[src/rtl/uart_tx_pkg.sv]
`default_nettype none
// ============================================================================
//  Module      : uart_tx_pkg
//  Description : Register map, CTRL/STATUS bit positions and transmitter FSM
//                encoding shared by the uart_tx_fifo block.
//                Optional parity support: define UART_TX_PARITY_EN.
//  Revision    : 1.0  initial release
// ============================================================================
package uart_tx_pkg;

    // Word offsets, decoded from PADDR[3:2]
    localparam logic [1:0] ADDR_DATA   = 2'd0;
    localparam logic [1:0] ADDR_DIV    = 2'd1;
    localparam logic [1:0] ADDR_CTRL   = 2'd2;
    localparam logic [1:0] ADDR_STATUS = 2'd3;

    localparam int CTRL_EN_BIT      = 0;
    localparam int CTRL_PAR_BIT     = 1;
    localparam int CTRL_IE_BIT      = 2;
    localparam int CTRL_THRESH_LSB  = 8;

    localparam int STAT_BUSY_BIT    = 0;
    localparam int STAT_EMPTY_BIT   = 1;
    localparam int STAT_FULL_BIT    = 2;
    localparam int STAT_OVF_BIT     = 3;
    localparam int STAT_LEVEL_LSB   = 8;

    typedef enum logic [2:0] {
        ST_IDLE   = 3'd0,
        ST_START  = 3'd1,
        ST_DATA   = 3'd2,
`ifdef UART_TX_PARITY_EN
        ST_PARITY = 3'd3,
`endif
        ST_STOP   = 3'd4
    } tx_state_e;

    // A divisor of zero behaves as one cycle per bit
    function automatic logic [15:0] bit_reload(input logic [15:0] div);
        return (div == 16'd0) ? 16'd0 : div - 16'd1;
    endfunction

endpackage
`default_nettype wire

[src/rtl/uart_tx_sync_fifo.sv]
`default_nettype none
// ============================================================================
//  Module      : uart_tx_sync_fifo
//  Description : Single-clock FIFO with occupancy count; a push while full is
//                accepted only when a pop happens in the same cycle.
//  Revision    : 1.0  initial release
// ============================================================================
module uart_tx_sync_fifo #(
    parameter int DATA_W     = 8,
    parameter int FIFO_DEPTH = 16
) (
    input  logic                          clk,
    input  logic                          rst_n,
    input  logic                          push,
    input  logic [DATA_W-1:0]             wdata,
    input  logic                          pop,
    output logic [DATA_W-1:0]             rdata,
    output logic                          full,
    output logic                          empty,
    output logic [$clog2(FIFO_DEPTH):0]   level
);

    localparam int AW    = $clog2(FIFO_DEPTH);
    localparam int LVL_W = AW + 1;

    logic [AW-1:0]     wr_ptr_q, wr_ptr_d;
    logic [AW-1:0]     rd_ptr_q, rd_ptr_d;
    logic [LVL_W-1:0]  level_q, level_d;
    logic [DATA_W-1:0] mem_q [FIFO_DEPTH];
    logic              push_ok;
    logic              pop_ok;

    assign empty   = (level_q == '0);
    assign full    = (level_q == LVL_W'(FIFO_DEPTH));
    assign pop_ok  = pop & ~empty;
    assign push_ok = push & (~full | pop_ok);
    assign level   = level_q;
    assign rdata   = mem_q[rd_ptr_q];

    always_comb begin
        wr_ptr_d = wr_ptr_q;
        rd_ptr_d = rd_ptr_q;
        level_d  = level_q;
        if (push_ok) wr_ptr_d = wr_ptr_q + AW'(1);
        if (pop_ok)  rd_ptr_d = rd_ptr_q + AW'(1);
        case ({push_ok, pop_ok})
            2'b10:   level_d = level_q + LVL_W'(1);
            2'b01:   level_d = level_q - LVL_W'(1);
            default: level_d = level_q;
        endcase
    end

    always_ff @(posedge clk or negedge rst_n) begin
        if (!rst_n) begin
            wr_ptr_q <= '0;
            rd_ptr_q <= '0;
            level_q  <= '0;
        end else begin
            wr_ptr_q <= wr_ptr_d;
            rd_ptr_q <= rd_ptr_d;
            level_q  <= level_d;
        end
    end

    // Storage needs no reset: occupancy is tracked by the pointers
    always_ff @(posedge clk) begin
        if (push_ok) mem_q[wr_ptr_q] <= wdata;
    end

endmodule
`default_nettype wire

[src/rtl/uart_tx_fifo.sv]
`default_nettype none
// ============================================================================
//  Module      : uart_tx_fifo
//  Description : APB-programmed UART transmitter with transmit FIFO, baud
//                divisor, level interrupt. Parity: define UART_TX_PARITY_EN.
//  Revision    : 1.0  initial release
// ============================================================================
module uart_tx_fifo
    import uart_tx_pkg::*;
#(
    parameter int          DATA_W     = 8,
    parameter int          FIFO_DEPTH = 16,
    parameter logic [15:0] DIV_RST    = 16'd52
) (
    input  logic        PCLK,
    input  logic        PRESETn,
    input  logic        PSEL,
    input  logic        PENABLE,
    input  logic        PWRITE,
    input  logic [11:0] PADDR,
    input  logic [15:0] PWDATA,
    output logic [15:0] PRDATA,
    output logic        UARTTXD,
    output logic        TXINTR
);

    localparam int         LVL_W    = $clog2(FIFO_DEPTH) + 1;
    localparam logic [2:0] LAST_IDX = 3'(DATA_W - 1);

    logic [1:0]        addr;
    logic              wr_en;
    logic              unused_paddr;

    logic [15:0]       div_q, div_d;
    logic [7:0]        thresh_q, thresh_d;
    logic              ie_q, ie_d;
    logic              en_q, en_d;
    logic              ovf_q, ovf_d;
`ifdef UART_TX_PARITY_EN
    logic              odd_q, odd_d;
    logic              par_q, par_d;
`endif

    tx_state_e         state_q, state_d;
    logic [15:0]       cnt_q, cnt_d;
    logic [2:0]        idx_q, idx_d;
    logic [DATA_W-1:0] shift_q, shift_d;
    logic              boundary;
    logic              busy;

    logic              push;
    logic              pop;
    logic [DATA_W-1:0] fifo_rdata;
    logic              full;
    logic              empty;
    logic [LVL_W-1:0]  level;
    logic [8:0]        level_x;
    logic [7:0]        level_rd;

    assign addr         = PADDR[3:2];
    assign wr_en        = PSEL & PENABLE & PWRITE;
    assign unused_paddr = ^{PADDR[11:4], PADDR[1:0]};

    uart_tx_sync_fifo #(
        .DATA_W     (DATA_W),
        .FIFO_DEPTH (FIFO_DEPTH)
    ) u_fifo (
        .clk   (PCLK),
        .rst_n (PRESETn),
        .push  (push),
        .wdata (PWDATA[DATA_W-1:0]),
        .pop   (pop),
        .rdata (fifo_rdata),
        .full  (full),
        .empty (empty),
        .level (level)
    );

    // Register file next-state
    always_comb begin
        div_d    = div_q;
        thresh_d = thresh_q;
        ie_d     = ie_q;
        en_d     = en_q;
        ovf_d    = ovf_q;
`ifdef UART_TX_PARITY_EN
        odd_d    = odd_q;
`endif
        push     = 1'b0;
        if (wr_en) begin
            case (addr)
                ADDR_DATA: begin
                    push = 1'b1;
                    if (full & ~pop) ovf_d = 1'b1;
                end
                ADDR_DIV: div_d = PWDATA;
                ADDR_CTRL: begin
                    thresh_d = PWDATA[CTRL_THRESH_LSB +: 8];
                    ie_d     = PWDATA[CTRL_IE_BIT];
                    en_d     = PWDATA[CTRL_EN_BIT];
`ifdef UART_TX_PARITY_EN
                    odd_d    = PWDATA[CTRL_PAR_BIT];
`endif
                end
                default: begin
                    if (PWDATA[STAT_OVF_BIT]) ovf_d = 1'b0;
                end
            endcase
        end
    end

    // Transmitter next-state
    always_comb begin
        state_d  = state_q;
        cnt_d    = cnt_q;
        idx_d    = idx_q;
        shift_d  = shift_q;
`ifdef UART_TX_PARITY_EN
        par_d    = par_q;
`endif
        pop      = 1'b0;
        boundary = (cnt_q == 16'd0);

        case (state_q)
            ST_IDLE: begin
                if (en_q & ~empty) begin
                    pop     = 1'b1;
                    state_d = ST_START;
                end
            end
            ST_START: begin
                if (boundary) begin
                    state_d = ST_DATA;
                    idx_d   = 3'd0;
                end
            end
            ST_DATA: begin
                if (boundary) begin
                    if (idx_q == LAST_IDX) begin
`ifdef UART_TX_PARITY_EN
                        state_d = ST_PARITY;
`else
                        state_d = ST_STOP;
`endif
                    end else begin
                        shift_d = shift_q >> 1;
                        idx_d   = idx_q + 3'd1;
                    end
                end
            end
`ifdef UART_TX_PARITY_EN
            ST_PARITY: begin
                if (boundary) state_d = ST_STOP;
            end
`endif
            ST_STOP: begin
                if (boundary) begin
                    if (en_q & ~empty) begin
                        pop     = 1'b1;
                        state_d = ST_START;
                    end else begin
                        state_d = ST_IDLE;
                    end
                end
            end
            default: state_d = ST_IDLE;
        endcase

        if (pop) begin
            shift_d = fifo_rdata;
`ifdef UART_TX_PARITY_EN
            par_d   = (^fifo_rdata) ^ odd_q;
`endif
        end

        // The divisor is sampled only here, so mid-bit writes apply to the next bit
        if (pop || (state_q != ST_IDLE && boundary)) begin
            cnt_d = bit_reload(div_q);
        end else if (state_q != ST_IDLE) begin
            cnt_d = cnt_q - 16'd1;
        end
    end

    always_ff @(posedge PCLK or negedge PRESETn) begin
        if (!PRESETn) begin
            div_q    <= DIV_RST;
            thresh_q <= 8'd0;
            ie_q     <= 1'b0;
            en_q     <= 1'b0;
            ovf_q    <= 1'b0;
`ifdef UART_TX_PARITY_EN
            odd_q    <= 1'b0;
            par_q    <= 1'b0;
`endif
            state_q  <= ST_IDLE;
            cnt_q    <= 16'd0;
            idx_q    <= 3'd0;
            shift_q  <= '0;
        end else begin
            div_q    <= div_d;
            thresh_q <= thresh_d;
            ie_q     <= ie_d;
            en_q     <= en_d;
            ovf_q    <= ovf_d;
`ifdef UART_TX_PARITY_EN
            odd_q    <= odd_d;
            par_q    <= par_d;
`endif
            state_q  <= state_d;
            cnt_q    <= cnt_d;
            idx_q    <= idx_d;
            shift_q  <= shift_d;
        end
    end

    // Serial line and busy decode
    always_comb begin
        UARTTXD = 1'b1;
        busy    = (state_q != ST_IDLE);
        case (state_q)
            ST_START:  UARTTXD = 1'b0;
            ST_DATA:   UARTTXD = shift_q[0];
`ifdef UART_TX_PARITY_EN
            ST_PARITY: UARTTXD = par_q;
`endif
            default:   UARTTXD = 1'b1;
        endcase
    end

    // Level field is 8 bits wide; a 256-deep FIFO saturates it when full
    assign level_x  = 9'(level);
    assign level_rd = level_x[8] ? 8'hFF : level_x[7:0];
    assign TXINTR   = ie_q & (level_x <= {1'b0, thresh_q});

    always_comb begin
        PRDATA = 16'd0;
        case (addr)
            ADDR_DIV: PRDATA = div_q;
            ADDR_CTRL: begin
                PRDATA[CTRL_THRESH_LSB +: 8] = thresh_q;
                PRDATA[CTRL_IE_BIT]          = ie_q;
`ifdef UART_TX_PARITY_EN
                PRDATA[CTRL_PAR_BIT]         = odd_q;
`endif
                PRDATA[CTRL_EN_BIT]          = en_q;
            end
            ADDR_STATUS: begin
                PRDATA[STAT_LEVEL_LSB +: 8]  = level_rd;
                PRDATA[STAT_OVF_BIT]         = ovf_q;
                PRDATA[STAT_FULL_BIT]        = full;
                PRDATA[STAT_EMPTY_BIT]       = empty;
                PRDATA[STAT_BUSY_BIT]        = busy;
            end
            default: PRDATA = 16'd0;
        endcase
    end

endmodule
`default_nettype wire
[config.mk]
export PLATFORM = sky130hd
export DESIGN_NAME = uart_tx_fifo
export DESIGN_NICKNAME = d
export VERILOG_FILES = /design/src/rtl/uart_tx_pkg.sv /design/src/rtl/uart_tx_sync_fifo.sv /design/src/rtl/uart_tx_fifo.sv
export SDC_FILE = /design/constraint.sdc
export NUM_CORES = 1
export LEC_CHECK = 0
export BUFFER_PORTS_ARGS = -buffer_cell sky130_fd_sc_hd__clkbuf_2
export CAP_MARGIN = 25
export CELL_PAD_IN_SITES_DETAIL_PLACEMENT = 0
export CELL_PAD_IN_SITES_GLOBAL_PLACEMENT = 1
export CORE_AREA = 2 2 139 141
export DETAILED_ROUTE_END_ITERATION = 12
export DIE_AREA = 0 0 141 143
export PLACE_DENSITY_LB_ADDON = 0.1
export SETUP_SLACK_MARGIN = 0.3
export SYNTH_ARGS = -nofsm -noshare
export SYNTH_HDL_FRONTEND = slang
export SYNTH_HIERARCHICAL = 1
export SYNTH_SLANG_ARGS = --single-unit
export TNS_END_PERCENT = 5
[constraint.sdc]
create_clock -name PCLK -period 4.4 [get_ports PCLK]
set_input_delay 0.66 -clock PCLK [delete_from_list [all_inputs] [get_ports PCLK]]
set_output_delay 0.66 -clock PCLK [all_outputs]
set_load 0.05 [all_outputs]
=== Word-level counts from Yosys, hierarchy flattened ===
Memories as Yosys holds them, arrays and structs flattened.
Cells that the tools add are included.

* Register bits after elaboration: 70
* Memory bits (writable): 128
* Input bits: 33
* Output and inout bits: 18
* Logic and storage cells: 108
* Memories kept: 1

* Add/subtract/negate cells: 7
* Order comparisons: 1
* Equal/unequal tests: 18
* Muxes and demuxes: 36
* Bitwise logic cells: 12
* Reductions and logical operators: 21

{| class="wikitable"
|+ Memory list
! name !! words !! width !! rd ports !! clocked after memory_dff !! wr ports !! line !! RTL
|-
| u_fifo.mem_q || 16 || 8 || 1 || 0 || 1 || uart_tx_sync_fifo.sv:29 || <nowiki>logic [DATA_W-1:0] mem_q [FIFO_DEPTH];</nowiki>
|}

{| class="wikitable"
|+ Operators by type and width
! cell !! count
|-
| $mux 16 || 3
|-
| $logic_not 16->1 || 2
|-
| $mux 8 || 4
|-
| $sub 16x1->16 const B || 2
|-
| $mux 3 || 8
|-
| $pmux 8 s3 || 1
|-
| $ne 2x2->1 const B || 8
|-
| $pmux 3 s4 || 1
|-
| $reduce_bool 2->1 || 6
|-
| $pmux 1 s2 || 5
|-
| $pmux 5 s2 || 1
|-
| $mux 1 || 9
|-
| $add 4x1->4 const B || 2
|-
| $le 5x8->1 || 1
|-
| $reduce_and 4->1 || 2
|-
| $and 1x1->1 || 7
|-
| $eq 2x2->1 const B || 3
|-
| $eq 3x3->1 const B || 2
|-
| $pmux 1 s3 || 2
|-
| $pmux 3 s2 || 1
|-
| $add 5x1->5 const B || 1
|-
| $eq 5x5->1 const B || 1
|-
| $logic_not 5->1 || 1
|-
| $reduce_and 5->1 || 1
|-
| other kinds (16) || 21
|}

=== Logic depth before layout (Yosys ltp) ===
Gate-level depths: netlist of run 1.

* Depth after elaboration: 11
* Gate-level depth with buffers: 15
* Depth with buffers taken out: 15

=== Cells and area by module ===
The synthesis of run 1 kept the hierarchy.

{| class="wikitable"
|+ By module, submodules not included
! module !! times used !! cells each !! area an instance (um^2) !! sequential area each (um^2)
|-
| uart_tx_sync_fifo || 1 || 306 || 5835.6 || 4169.0
|-
| uart_tx_fifo || 1 || 347 || 3544.6 || 1430.1
|}

=== Least setup slack after synthesis of run 1 ===
Ideal clock, no wire load.

* Kind: register -> register
* Start point: register u_fifo.level_q[1], in the netlist u_fifo/level[1]
* End point: register u_fifo.level_q[4], in the netlist u_fifo/level[4]
* Library setup time: 87 ps
* Arrival: 3046 ps
* Data required time: 4313 ps
* Setup slack: 1268 ps
* Cell stages (with the launch flop): 15
* Buffers on the path: 0
* Clock period less this slack: 3132 ps
* Cells stage by stage: dfrtp_1 nor4_4 nand2b_1 inv_1 nand2b_1 or3_1 a21o_1 inv_1 o21ai_4 or2_2 fa_1 nand2b_1 a211o_1 o31a_1 o211ai_1

* Word-level cells in the longest chain between the ends: 11
* Elaborated cells between the ends (all ways): 17
* Those cells by class: add/sub (2); eq/ne (3); mux (4); bitwise (6); reduce/logical (2)

{| class="wikitable"
|+ RTL lines
! what !! line !! RTL
|-
| from (decl) || uart_tx_sync_fifo.sv:28 || <nowiki>logic [LVL_W-1:0] level_q, level_d;</nowiki>
|-
| from (signal assigned) || uart_tx_sync_fifo.sv:61 || <nowiki>level_q <= level_d;</nowiki>
|-
| $logic_not 5->1 (*) || uart_tx_sync_fifo.sv:33 || <nowiki>assign empty = (level_q == '0);</nowiki>
|-
| named net empty || uart_tx_fifo.sv:55 || <nowiki>logic empty;</nowiki>
|-
| $not 1->1 (*) || uart_tx_fifo.sv:126, uart_tx_fifo.sv:158 ||
|-
| $and 1x1->1 (*) || uart_tx_fifo.sv:126, uart_tx_fifo.sv:158 ||
|-
| $mux 1 (*) || uart_tx_fifo.sv:126, uart_tx_fifo.sv:158 ||
|-
| $mux 1 || uart_tx_fifo.sv:157 || <nowiki>if (boundary) begin</nowiki>
|-
| $pmux 1 s2 (*) || uart_tx_fifo.sv:124 || <nowiki>case (state_q)</nowiki>
|-
| named net pop || uart_tx_fifo.sv:52 || <nowiki>logic pop;</nowiki>
|-
| $and 1x1->1 (*) || uart_tx_sync_fifo.sv:35 || <nowiki>assign pop_ok = pop & ~empty;</nowiki>
|-
| $or 1x1->1 || uart_tx_sync_fifo.sv:36 || <nowiki>assign push_ok = push & (~full | pop_ok);</nowiki>
|-
| $and 1x1->1 || uart_tx_sync_fifo.sv:36 ||
|-
| $eq 2x1->1 / $eq 2x2->1 (equally long branches) || uart_tx_sync_fifo.sv:46 || <nowiki>case ({push_ok, pop_ok})</nowiki>
|-
| $pmux 5 s2 / $reduce_bool 2->1 (equally long branches) || - ||
|}

The timed path passes the listed nets; every way through them passes the cells marked *.
A chain may end at the register's enable or synchronous reset.

=== Worst setup path after layout of run 1 ===
Ends and elaborated chain as after synthesis.

==> results of run 1 <==
==> state kept, by name (all words and copies together), names as in the netlist <==
signal / count
shift_q: 8
cnt_q: 16
u_fifo/level: 5
u_fifo/mem_q: 128
u_fifo/wr_ptr_q: 4
en_q: 1
div_q: 16
ovf_q: 1
thresh_q: 8
state_q: 3
ie_q: 1
idx_q: 3
u_fifo/rd_ptr_q: 4
==> placed cells by master, fill, tap and decap left out, drive strengths merged, types with 7 or more instances in the layout <==
cell    count
nor2       49
nor4       12
mux2i       8
dfrtp      67
and2        7
o21ai      16
nor3       19
buf        23
mux2       29
mux4       32
a222oi      7
nand3      11
a22oi      22
ha         22
inv        29
nand2b     11
or3        10
edfxtp    128
clkbuf     56
xor2        7
nand2      29
xnor2      18
or4         8
a21oi      18
==> layout make-up <==
type	instances	area share, %
sequential	198	53.3
multi-input combinational	400	33.4
clock inverter	15	2.06
timing repair buffer	62	3.62
tap	234	2.79
inverter	21	0.751
clock buffer	17	4.05
==> cell families after synthesis <==
| group | after synthesis |
|---|---|
| AND/OR/NAND/NOR | 175 |
| multiplexers | 69 |
| buffers and inverters | 55 |
| adder cells (fa/ha/maj) | 23 |
| XOR/XNOR | 25 |
| AO/OA/AOI/OAI | 108 |
| flip-flops | 198 |
==> critical path, stage by stage, from the launching register on <==
cell and delay [ns]:
dfrtp_1 0.51, nor4_4 0.13, nand2b_1 0.16, inv_1 0.13, nand2b_1 0.21, or3_1 0.32
a21o_1 0.20, inv_1 0.13, o21ai_4 0.09, or2_2 0.31, fa_1 0.40, nand2b_1 0.18
a211o_1 0.29, o31a_1 0.11, o211ai_1 0.17
==> per-layer routing <==
metal | up-vias | GRT usage (%) | routed length, um
met5 | - | 0 | 0
met1 | 2979 | 30.0 | 9550
li1 | 2629 | - | -
met3 | 13 | 3.79 | 759
met4 | 0 | 4.63 | 192
met2 | 133 | 34.5 | 9810
==> power by group <==
group	internal (mW)	switching [mW]	total (mW)
Combinational	0.742	0.757	1.50
Clock	0.840	0.790	1.63
Sequential	2.21	0.373	2.58
Total	3.79	1.92	5.71
==> cell usage after synthesis (8+ instances only) <==
master / n
mux4_2: 21
o21ai_0: 10
ha_1: 22
nand2b_1: 10
mux2_2: 28
xnor2_1: 18
nand3_1: 11
nor3_1: 18
dfrtp_1: 67
a21oi_1: 18
mux2i_1: 8
nor2_1: 46
inv_1: 21
clkbuf_1: 18
a22oi_1: 22
mux4_1: 11
edfxtp_1: 128
nor4_1: 8
or3_1: 8
nand2_1: 29
==> metrics by stage <==
step / setup slack [ns] / instance area [um^2] / util, %
finish: 0.965 / 10500 / 56.5
global route: 0.733 / 10500 / 56.5
CTS: 0.978 / 10500 / 56.4
detailed placement: 1.05 / 9840 / 53.0
global placement: 1.07 / 9840 / 53.0
floorplan: 1.27 / 9380 / -
==> how the worst max path moves through the flow <==
stage | startpoint | to | slack (ns) | cells past startpoint
after floorplan | u_fifo/level[1] | u_fifo/level[4] | 1.27 | 14
after CTS | u_fifo/level[1] | u_fifo/level[4] | 0.98 | 14
after global routing | u_fifo/level[1] | u_fifo/level[4] | 0.73 | 14
final | u_fifo/level[1] | u_fifo/level[4] | 0.96 | 14
after detailed placement | u_fifo/level[1] | u_fifo/level[4] | 1.05 | 14
after global placement | u_fifo/level[1] | u_fifo/level[4] | 1.07 | 14
==> qor.csv, run 1 <==
stage,metric,value,unit
status,status,finished clean,
cells_and_area,nFillCells,1482,
cells_and_area,drive_gt1_share,24.3,%
setup_path,cp_max_fo,7,
synthesis,async_reset_ff_share,35.4,%
timing,slew_headroom,36.3,%
clock_network,cts_resized,0,
cells_and_area,multiInputGateArea,3510,um^2
synthesis,synthAdderAreaFrac,3.15,%
clock_network,clock-root-buffer,clkbuf_16,
clock_network,clock_latency,0.44,ns
hold_path,hold_path_class,in -> async,
synthesis,yosys-mux-area-fraction,12.5,%
clock_network,clockBufferDepth,2,
setup_path,cp-start-kind,flip-flop,
detailed_routing,drtIter0Drc,381,
run,cap_viol_max_count,0,
synthesis,synth_top_family_by_area,multiplexers,
floorplan,dieWidth,141,um
timing,setup_violations,0,
setup_path,cp-end-kind,flip-flop,
setup_path,path_class,reg -> reg,
synthesis,synth-simple-area-share,10.6,%
floorplan,io_pins,51,
cells_and_area,antennaDiodeCount,0,
synthesis,ys_seq_area_share,59.7,%
synthesis,yosys_warnings,6,
floorplan,start_util,50.5,%
setup_path,reg2reg_from,u_fifo/level[1],
synthesis,ys.flop_type,edfxtp_1,
global_routing,overflow,0,
synthesis,netlist_instances,653,
setup_path,r2r_cells,14,
floorplan,core_area,18600,um^2
global_routing,grt_pass1_vias,5755,
global_routing,grt_pass1_wl,32.2,mm
synthesis,avgSynthCellArea,14.4,um^2
timing,rsz0062_at_grt,false,
clock_network,cts_tree,yes,
synthesis,syn_area,9380,um^2
setup_path,critical_path_arrival,3.79,ns
detailed_routing,vias,5754,
cells_and_area,seqCellArea,5600,um^2
synthesis,syn_nets,709,
timing,hold_slack,0.314,ns
detailed_routing,viasPerCell,6.08,
floorplan,rows,50,
clock_network,cts.sinks,198,
detailed_routing,drt_first_pass_iters,6,
floorplan,dieArea,20200,um^2
synthesis,synth-compound-area-share,8.86,%
floorplan,die_h,143,um
detailed_routing,wl_per_cell,21.4,um
setup_path,rrSetupSlack,0.96,ns
power_and_ir_drop,finalPower,5.71,mW
placed_design,dp_hpwl,13.8,mm
detailed_routing,drc,0,
power_and_ir_drop,p_per_area,544,nW/um^2
clock_network,clk_pin_slew,0.08,ns
timing,finalHoldViolCount,0,
clock_network,postCtsSetupRepairBufs,0,
clock_network,cts_buffers,17,
cells_and_area,layoutNonFillerInstCount,947,
timing,fin_tns_setup,0,ns
setup_path,critical_path_required,4.75,ns
global_routing,grt_usage,21.1,%
placed_design,port_buffers,40,
timing,max_freq,291,MHz
clock_network,h-tree-depth,4,
synthesis,synth_area_leaders,"edfxtp_1 (41%), dfrtp_1 (18%), mux4_2 (5.0%)",
synthesis,synth_top_area_share,41.0,%
synthesis,synth_xor_area_share,2.33,%
global_routing,grt_max_degree,71,
power_and_ir_drop,power.leakage,3.95,nW
timing,worst_pin_slew,0.956,ns
timing,period_needed,3.44,ns
setup_path,reg2reg_to,u_fifo/level[4],
cells_and_area,synthToLayoutAreaGrowth,12.0,%
detailed_routing,wl,20.3,mm
cells_and_area,final_nets,756,
global_routing,antenna_found_initial,0,
synthesis,ys_seq_elements,198,
placed_design,dp_cells,914,
power_and_ir_drop,irDropWorstVdd,0.267,mV
synthesis,synth_cell_types,72,
timing,fin_crit_sh,78.1,%
clock_network,ctsHoldBuffers,0,
detailed_routing,ant_nets,0,
timing,clock_skew,0.0184,ns
placed_design,place.gp.congestion,0.800,
timing,finalMaxSlewViolations,0,
synthesis,synth_edf_count,128,
synthesis,synth_top_cell_by_area,edfxtp_1,
(Power assumes the default switching activity.)
==> inputs of run 2 (changes only) <==
clock period = 3.6 ns   (was 4.4 ns; I/O delays follow)
==> run 2 against run 1 <==
Net effect:
- total power up 22%
- register-to-register slack worse by 0.60 ns
- non-clock buffer count is the same
- largest cell class unchanged
- die area unchanged
- critical path type unchanged
- highest routed layer unchanged
==> qor.csv, run 2 (synthesis gave the netlist of run 1 again) <==
stage,metric,value,unit,change
status,status,finished clean,,unchanged
hold_path,hold_end,thresh_q[5],,
cells_and_area,top_regs,"u_fifo/mem_q: 128 flops, cnt_q: 16 flops, div_q: 16 flops",,unchanged
floorplan,dieArea,20200,um^2,unchanged
detailed_routing,wl_per_cell,21.6,um,was 21.4 um
detailed_routing,wl,20.4,mm,was 20.3 mm
cells_and_area,final_common_cell,edfxtp_1,,unchanged
clock_network,clock_latency,0.44,ns,about the same
placed_design,dp_slack,0.236,ns,was 1.05 ns
timing,fin_ws,0.367,ns,was 0.965 ns
floorplan,io_pins,51,,unchanged
power_and_ir_drop,internal-power,4.59,mW,was 3.79 mW
global_routing,use_met3,4.29,%,was 3.79%
global_routing,use_met2,33.7,%,was 34.5%
power_and_ir_drop,irDropWorstVdd,0.402,mV,was 0.267 mV
power_and_ir_drop,power.leakage,3.93,nW,was 3.95 nW
run,cap_viol_max_count,0,,unchanged
hold_path,hold_path_class,in -> reg,,was in -> async
setup_path,reg2reg_to,u_fifo/level[4],,unchanged
setup_path,rrSetupSlack,0.37,ns,was 0.96 ns
power_and_ir_drop,clkPwrFrac,27.7,%,was 28.6%
placed_design,place.gp.congestion,0.800,,about the same
detailed_routing,viasPerCell,5.96,,was 6.08
global_routing,grt_usage,21.2,%,was 21.1%
cells_and_area,top_register,u_fifo/mem_q,,unchanged
detailed_routing,vias,5642,,was 5754
detailed_routing,drc,0,,unchanged
timing,clock_skew,0.0179,ns,was 0.0184 ns
cells_and_area,synthToLayoutAreaGrowth,12.1,%,was 12.0%
clock_network,clockBufferDepth,2,,unchanged
setup_path,path_class,reg -> reg,,unchanged
power_and_ir_drop,seq_power_share,44.7,%,was 45.2%
clock_network,clk_pin_slew,0.09,ns,was 0.08 ns
timing,fin_crit_sh,89.8,%,was 78.1%
detailed_routing,drt_first_pass_iters,7,,was 6
setup_path,cp-start-kind,flip-flop,,unchanged
cells_and_area,largest_reg_flops,128,,unchanged
global_routing,antenna_found_initial,0,,unchanged
setup_path,r2r_cells,13,,was 14
global_routing,use_met1,30.8,%,was 30.0%
floorplan,rows,50,,unchanged
floorplan,core_area,18600,um^2,unchanged
floorplan,dieWidth,141,um,unchanged
cells_and_area,multiInputGateArea,3530,um^2,was 3510 um^2
cells_and_area,nFillCells,1470,,was 1482
timing,finalHoldViolCount,0,,unchanged
global_routing,grt_pass1_vias,5544,,was 5755
setup_path,critical_path_required,3.95,ns,was 4.75 ns
setup_path,critical_path_arrival,3.58,ns,was 3.79 ns
floorplan,start_util,50.5,%,unchanged
floorplan,die_h,143,um,unchanged
timing,worst_pin_slew,0.843,ns,was 0.956 ns
cells_and_area,antennaDiodeCount,0,,unchanged
power_and_ir_drop,sw_frac_of_total,34.1,%,was 33.6%
timing,fin_tns_setup,0,ns,unchanged
cells_and_area,final_nets,756,,unchanged
timing,setup_violations,0,,unchanged
cells_and_area,mostFrequentLayoutCells,"edfxtp_1 (128), dfrtp_1 (63), nor2_1 (44), clkbuf_2 (39), nand2_1 (29)",,"was edfxtp_1 (128), dfrtp_1 (65), nor2_1 (46), clkbuf_2 (39), nand2_1 (29)"
cells_and_area,drive_gt1_share,25.1,%,was 24.3%
timing,rsz0062_at_grt,true,,was false
setup_path,cp_max_fo,5,,was 7
power_and_ir_drop,comb_power_share,27.7,%,was 26.3%
global_routing,grt.busiest_layer,met2,,unchanged
setup_path,cp-end-kind,flip-flop,,unchanged
power_and_ir_drop,p_sw,2.37,mW,was 1.92 mW
clock_network,cts.sinks,198,,unchanged
timing,slew_headroom,43.6,%,was 36.3%
clock_network,clock-root-buffer,clkbuf_16,,unchanged
global_routing,overflow,0,,unchanged
timing,period_needed,3.23,ns,was 3.44 ns
global_routing,grt_pass1_wl,31.9,mm,was 32.2 mm
hold_path,hp-start,PWDATA[13],,
timing,max_freq,309,MHz,was 291 MHz
clock_network,cts_buffers,17,,unchanged
timing,finalMaxSlewViolations,0,,unchanged
placed_design,dp_hpwl,13.7,mm,was 13.8 mm
clock_network,cts_tree,yes,,unchanged
detailed_routing,drtIter0Drc,406,,was 381
hold_path,hold_path_depth,2,,
setup_path,reg2reg_from,cnt_q[0],,was u_fifo/level[1]
cells_and_area,seqCellArea,5600,um^2,about the same
power_and_ir_drop,p_per_area,662,nW/um^2,was 544 nW/um^2
placed_design,port_buffers,40,,unchanged
detailed_routing,ant_nets,0,,unchanged
clock_network,h-tree-depth,4,,unchanged
global_routing,grt_max_degree,71,,unchanged
-- run 2: power by group through the flow --
stage / sequential [mW] / combinational [mW] / clock [mW]
floorplan: 2.98 / 1.58 / 0
global placement: 3.13 / 1.88 / 0
detailed placement: 3.14 / 1.92 / 0
CTS: 3.10 / 1.93 / 1.97
global route: 3.16 / 2.10 / 2.06
finish: 3.11 / 1.93 / 1.93
-- run 2: worst max-delay path: stages, from the launching register on --
cell	delay, ns
dfrtp_1	0.41
inv_1	0.12
ha_2	0.24
nor4b_4	0.22
nand4_1	0.20
a21o_1	0.26
inv_2	0.14
o21ai_4	0.10
or2_2	0.31
fa_1	0.40
nand2b_1	0.17
a211o_1	0.28
o31a_1	0.12
o211ai_1	0.17
-- run 2: metrics by stage --
step           instances  hold WS (ns)  power [mW]  cell area (um^2)  utilization [%]
2_1_floorplan        653         0.244        4.56              9380                -
3_3_place_gp         912         0.479        5.00              9820             52.9
3_5_place_dp         912         0.491        5.06              9820             52.9
4_1_cts              944         0.264        7.00             10400             56.2
5_1_grt              947         0.331        7.33             10500             56.6
6_report             947         0.343        6.96             10500             56.6
-- run 2: timing repair --
action                     4_1_cts  5_1_grt
setup endpoints to repair       78       99
hold endpoints to repair         0        2
setup buffers                    0        1
hold buffers                     0        1
pin swaps                        0        0
resized for setup                2        8
-- run 2: layer usage --
metal | vias up | wire length [um]
met1 | 2879 | 9520
met3 | 7 | 729
met4 | 0 | 150
met5 | - | 0
li1 | 2635 | -
met2 | 121 | 10000
-- run 2: cell type report --
type / instances / share of cell area (%)
Sequential cell: 198 / 53.3
Timing Repair Buffer: 62 / 3.71
Clock inverter: 15 / 1.82
Multi-Input combinational cell: 400 / 33.6
Tap cell: 234 / 2.79
Clock buffer: 17 / 4.05
Inverter: 21 / 0.750
-- run 2: worst max-delay path by stage --
| stage | endpoint | from | slack [ns] |
|---|---|---|---|
| 6_report | u_fifo/level[4] | cnt_q[0] | 0.37 |
| 5_1_grt | u_fifo/level[4] | cnt_q[0] | 0.18 |
| 4_1_cts | u_fifo/level[4] | cnt_q[0] | 0.37 |
| 3_5_place_dp | u_fifo/level[4] | cnt_q[0] | 0.24 |
| 3_3_place_gp | u_fifo/level[4] | cnt_q[0] | 0.31 |
| 2_1_floorplan | u_fifo/level[4] | u_fifo/level[1] | 0.47 |
==> inputs of run 3 (changes only) <==
ABC_AREA = 1   (was unset)
CORE_AREA = 2 2 145 147   (was 2 2 139 141)
DIE_AREA = 0 0 147 149   (was 0 0 141 143)
SYNTH_HIERARCHICAL = unset   (was 1)
==> run 3 against run 2 <==
Net effect:
- non-clock buffer count decreased by 6
- critical path type unchanged
- routed wire length rose by 13%
- highest routed layer unchanged
- via count is 23% higher
- setup slack improved by 0.57 ns
- sequential power down 2%
- cell area up 2.0%
- synthesized area is 2.9% higher
- first-iteration DRC count rose by 8.6%
- critical endpoint is now u_fifo.mem_q[15][1]
- fmax up 22%
- clock-buffer cell count is the same
==> qor.csv, run 3 <==
stage,metric,value,unit,change
synthesis,synth_cell_types,47,,was 72
timing,rsz0062_at_grt,false,,was true
cells_and_area,antennaDiodeCount,0,,unchanged
synthesis,syn_area,9650,um^2,was 9380 um^2
floorplan,dieArea,21900,um^2,was 20200 um^2
placed_design,placed_cell_area,10100,um^2,was 9820 um^2
cells_and_area,drive_gt1_share,12.1,%,was 25.1%
clock_network,ctsHoldBuffers,0,,unchanged
clock_network,cts_resized,0,,was 2
synthesis,synth_top_area_share,39.8,%,was 41.0%
synthesis,ys_seq_elements,198,,unchanged
synthesis,ys.flop_type,edfxtp_1,,unchanged
synthesis,synth_edf_count,128,,unchanged
cells_and_area,largest_reg_flops,128,,unchanged
setup_path,rrSetupSlack,0.94,ns,was 0.37 ns
timing,max_freq,376,MHz,was 309 MHz
cells_and_area,post-route-util,52.1,%,was 56.6%
setup_path,critical_path_required,3.66,ns,was 3.95 ns
setup_path,reg2reg_to,u_fifo.mem_q[15][1],,was u_fifo/level[4]
setup_path,reg2reg_from,cnt_q[0],,unchanged
clock_network,postCtsSetupRepairBufs,0,,unchanged
setup_path,path_class,reg -> reg,,unchanged
cells_and_area,final_nets,1103,,was 756
timing,fin_crit_sh,73.9,%,was 89.8%
floorplan,dieWidth,147,um,was 141 um
clock_network,cts.sinks,198,,unchanged
synthesis,async_reset_ff_share,35.4,%,unchanged
setup_path,crit_path_end,u_fifo.mem_q[15][1],,was u_fifo/level[4]
synthesis,synth_area_leaders,"edfxtp_1 (40%), dfrtp_1 (17%), nor2_1 (6.9%)",,"was edfxtp_1 (41%), dfrtp_1 (18%), mux4_2 (5.0%)"
synthesis,synth_top_cell_by_area,edfxtp_1,,unchanged
timing,finalHoldViolCount,0,,unchanged
power_and_ir_drop,p_per_area,724,nW/um^2,was 662 nW/um^2
timing,setup_violations,0,,unchanged
setup_path,startpoint,cnt_q[0],,unchanged
detailed_routing,drtIter0Drc,441,,was 406
detailed_routing,wl_per_cell,17.4,um,was 21.6 um
global_routing,antenna_found_initial,0,,unchanged
synthesis,ys_seq_area_share,58.0,%,was 59.7%
global_routing,grt_pass1_wl,37.2,mm,was 31.9 mm
detailed_routing,drc,0,,unchanged
global_routing,grt_usage,22.3,%,was 21.2%
power_and_ir_drop,power.leakage,4.44,nW,was 3.93 nW
timing,slew_headroom,36.9,%,was 43.6%
floorplan,start_util,46.9,%,was 50.5%
detailed_routing,ant_nets,0,,unchanged
setup_path,cp_max_fo,22,,was 5
run,cap_viol_max_count,0,,unchanged
global_routing,overflow,0,,unchanged
timing,hold_slack,0.193,ns,was 0.343 ns
timing,finalMaxSlewViolations,0,,unchanged
detailed_routing,wl,23.2,mm,was 20.4 mm
clock_network,clock-root-buffer,clkbuf_16,,unchanged
setup_path,r2r_cells,12,,was 13
synthesis,netlist_instances,1012,,was 653
timing,period_needed,2.66,ns,was 3.23 ns
timing,fin_tns_setup,0,ns,unchanged
cells_and_area,mostFrequentLayoutCells,"nor2_1 (178), nand2_1 (168), edfxtp_1 (128), o21ai_0 (98), inv_1 (87)",,"was edfxtp_1 (128), dfrtp_1 (63), nor2_1 (44), clkbuf_2 (39), nand2_1 (29)"
cells_and_area,final_common_cell,nor2_1,,was edfxtp_1
detailed_routing,viasPerCell,5.19,,was 5.96
placed_design,port_buffers,40,,unchanged
detailed_routing,drt_first_pass_iters,5,,was 7
cells_and_area,synthToLayoutAreaGrowth,11.1,%,was 12.1%
cells_and_area,fin_area,10700,um^2,was 10500 um^2
timing,clock_skew,0.0166,ns,was 0.0179 ns
global_routing,grt_max_degree,67,,was 71
detailed_routing,vias,6923,,was 5642
placed_design,dp_hpwl,15.5,mm,was 13.7 mm
synthesis,avgSynthCellArea,9.53,um^2,was 14.4 um^2
placed_design,place.gp.congestion,0.805,,was 0.800
clock_network,h-tree-depth,4,,unchanged
power_and_ir_drop,finalPower,7.76,mW,was 6.96 mW
global_routing,grt_pass1_vias,6649,,was 5544
floorplan,core_area,20600,um^2,was 18600 um^2
clock_network,cts_tree,yes,,unchanged
synthesis,synthTopCellsByCount,"nor2_1 (178), nand2_1 (168), edfxtp_1 (128), o21ai_0 (98), inv_1 (88)",,"was edfxtp_1 (128), dfrtp_1 (67), nor2_1 (46), nand2_1 (29), mux2_2 (28)"
synthesis,syn_nets,1068,,was 709
hold_path,hold_path_class,in -> async,,was in -> reg
setup_path,cp-end-kind,flip-flop,,unchanged
clock_network,clockBufferDepth,2,,unchanged
status,status,finished clean,,unchanged
synthesis,yosys_warnings,0,,was 6
cells_and_area,top_register,u_fifo.mem_q,,was u_fifo/mem_q
floorplan,io_pins,51,,unchanged
floorplan,rows,53,,was 50
synthesis,synth.most_common_cell,nor2_1,,was edfxtp_1
floorplan,die_h,149,um,was 143 um
cells_and_area,top_regs,"u_fifo.mem_q: 128 flops, cnt_q: 16 flops, div_q: 16 flops",,"was u_fifo/mem_q: 128 flops, cnt_q: 16 flops, div_q: 16 flops"
timing,worst_pin_slew,0.945,ns,was 0.843 ns
clock_network,cts_buffers,17,,unchanged
setup_path,cp-start-kind,flip-flop,,unchanged
power_and_ir_drop,irDropWorstVdd,0.354,mV,was 0.402 mV
clock_network,clk_pin_slew,0.08,ns,was 0.09 ns
clock_network,clock_latency,0.44,ns,about the same
setup_path,critical_path_arrival,2.72,ns,was 3.58 ns
cells_and_area,nFillCells,1949,,was 1470
==> run 3: worst min path at each step <==
stage                     slack (ns)  startpoint    endpoint  cells past startpoint
final                           0.19     PRESETn  shift_q[5]                      1
after global routing            0.25     PRESETn  shift_q[5]                      1
after CTS                       0.23     PRESETn  shift_q[4]                      1
after detailed placement        0.47  shift_q[6]  shift_q[6]                      2
after global placement          0.46  shift_q[6]  shift_q[6]                      2
after floorplan                 0.24     PRESETn    cnt_q[0]                      0
==> run 3: cells by family (layout without fill, tap and decap cells) <==
logic type	after synthesis	count (layout)	synth area share, %
DFF	198	198	58.0
xor gates and xnor gates	22	22	2.00
and+or+nand+nor	452	452	20.1
buffers and inverters	134	182	5.73
AOI/OAI and AO/OA	183	183	11.1
adders and majority gates	23	23	3.06
==> run 3: layer usage <==
| metal | vias up | part of all wire [%] | GRT usage [%] |
|---|---|---|---|
| met5 | - | 0 | 0 |
| met4 | 0 | 1.3 | 6.06 |
| met3 | 24 | 2.8 | 2.94 |
| met2 | 115 | 50 | 38.8 |
| met1 | 3315 | 46 | 29.6 |
| li1 | 3469 | - | - |
==> run 3: power breakdown <==
group	total, mW	internal, mW	leakage (nW)	switching, mW
sequential	3.06	2.71	2.01	0.350
combinational	2.77	0.893	2.13	1.88
clock	1.93	1.04	0.293	0.888
==> run 3: area by class of cell <==
type	count	area (um^2)	share of cell area, %
multi-input combinational	680	3500	32.6
sequential	198	5600	52.3
inverter	94	360	3.36
clock inverter	15	170	1.59
timing repair buffer	56	323	3.01
clock buffer	17	425	3.97
tap	275	344	3.21
==> run 3: through the flow <==
stage,instances,worst slack [ns]
2_1_floorplan,1012,0.957
3_3_place_gp,1303,0.911
3_5_place_dp,1303,0.905
4_1_cts,1335,0.883
5_1_grt,1335,0.718
6_report,1335,0.941
==> run 3: critical path, stage by stage, from the launching register on <==
cell	delay, ns
dfrtp_1	0.40
inv_1	0.12
ha_1	0.15
nand2_1	0.09
nor2_4	0.15
nand2_4	0.10
nand2_4	0.11
nand2_4	0.08
inv_6	0.19
o21ai_4	0.11
inv_4	0.12
nand2_2	0.09
nor2_1	0.58
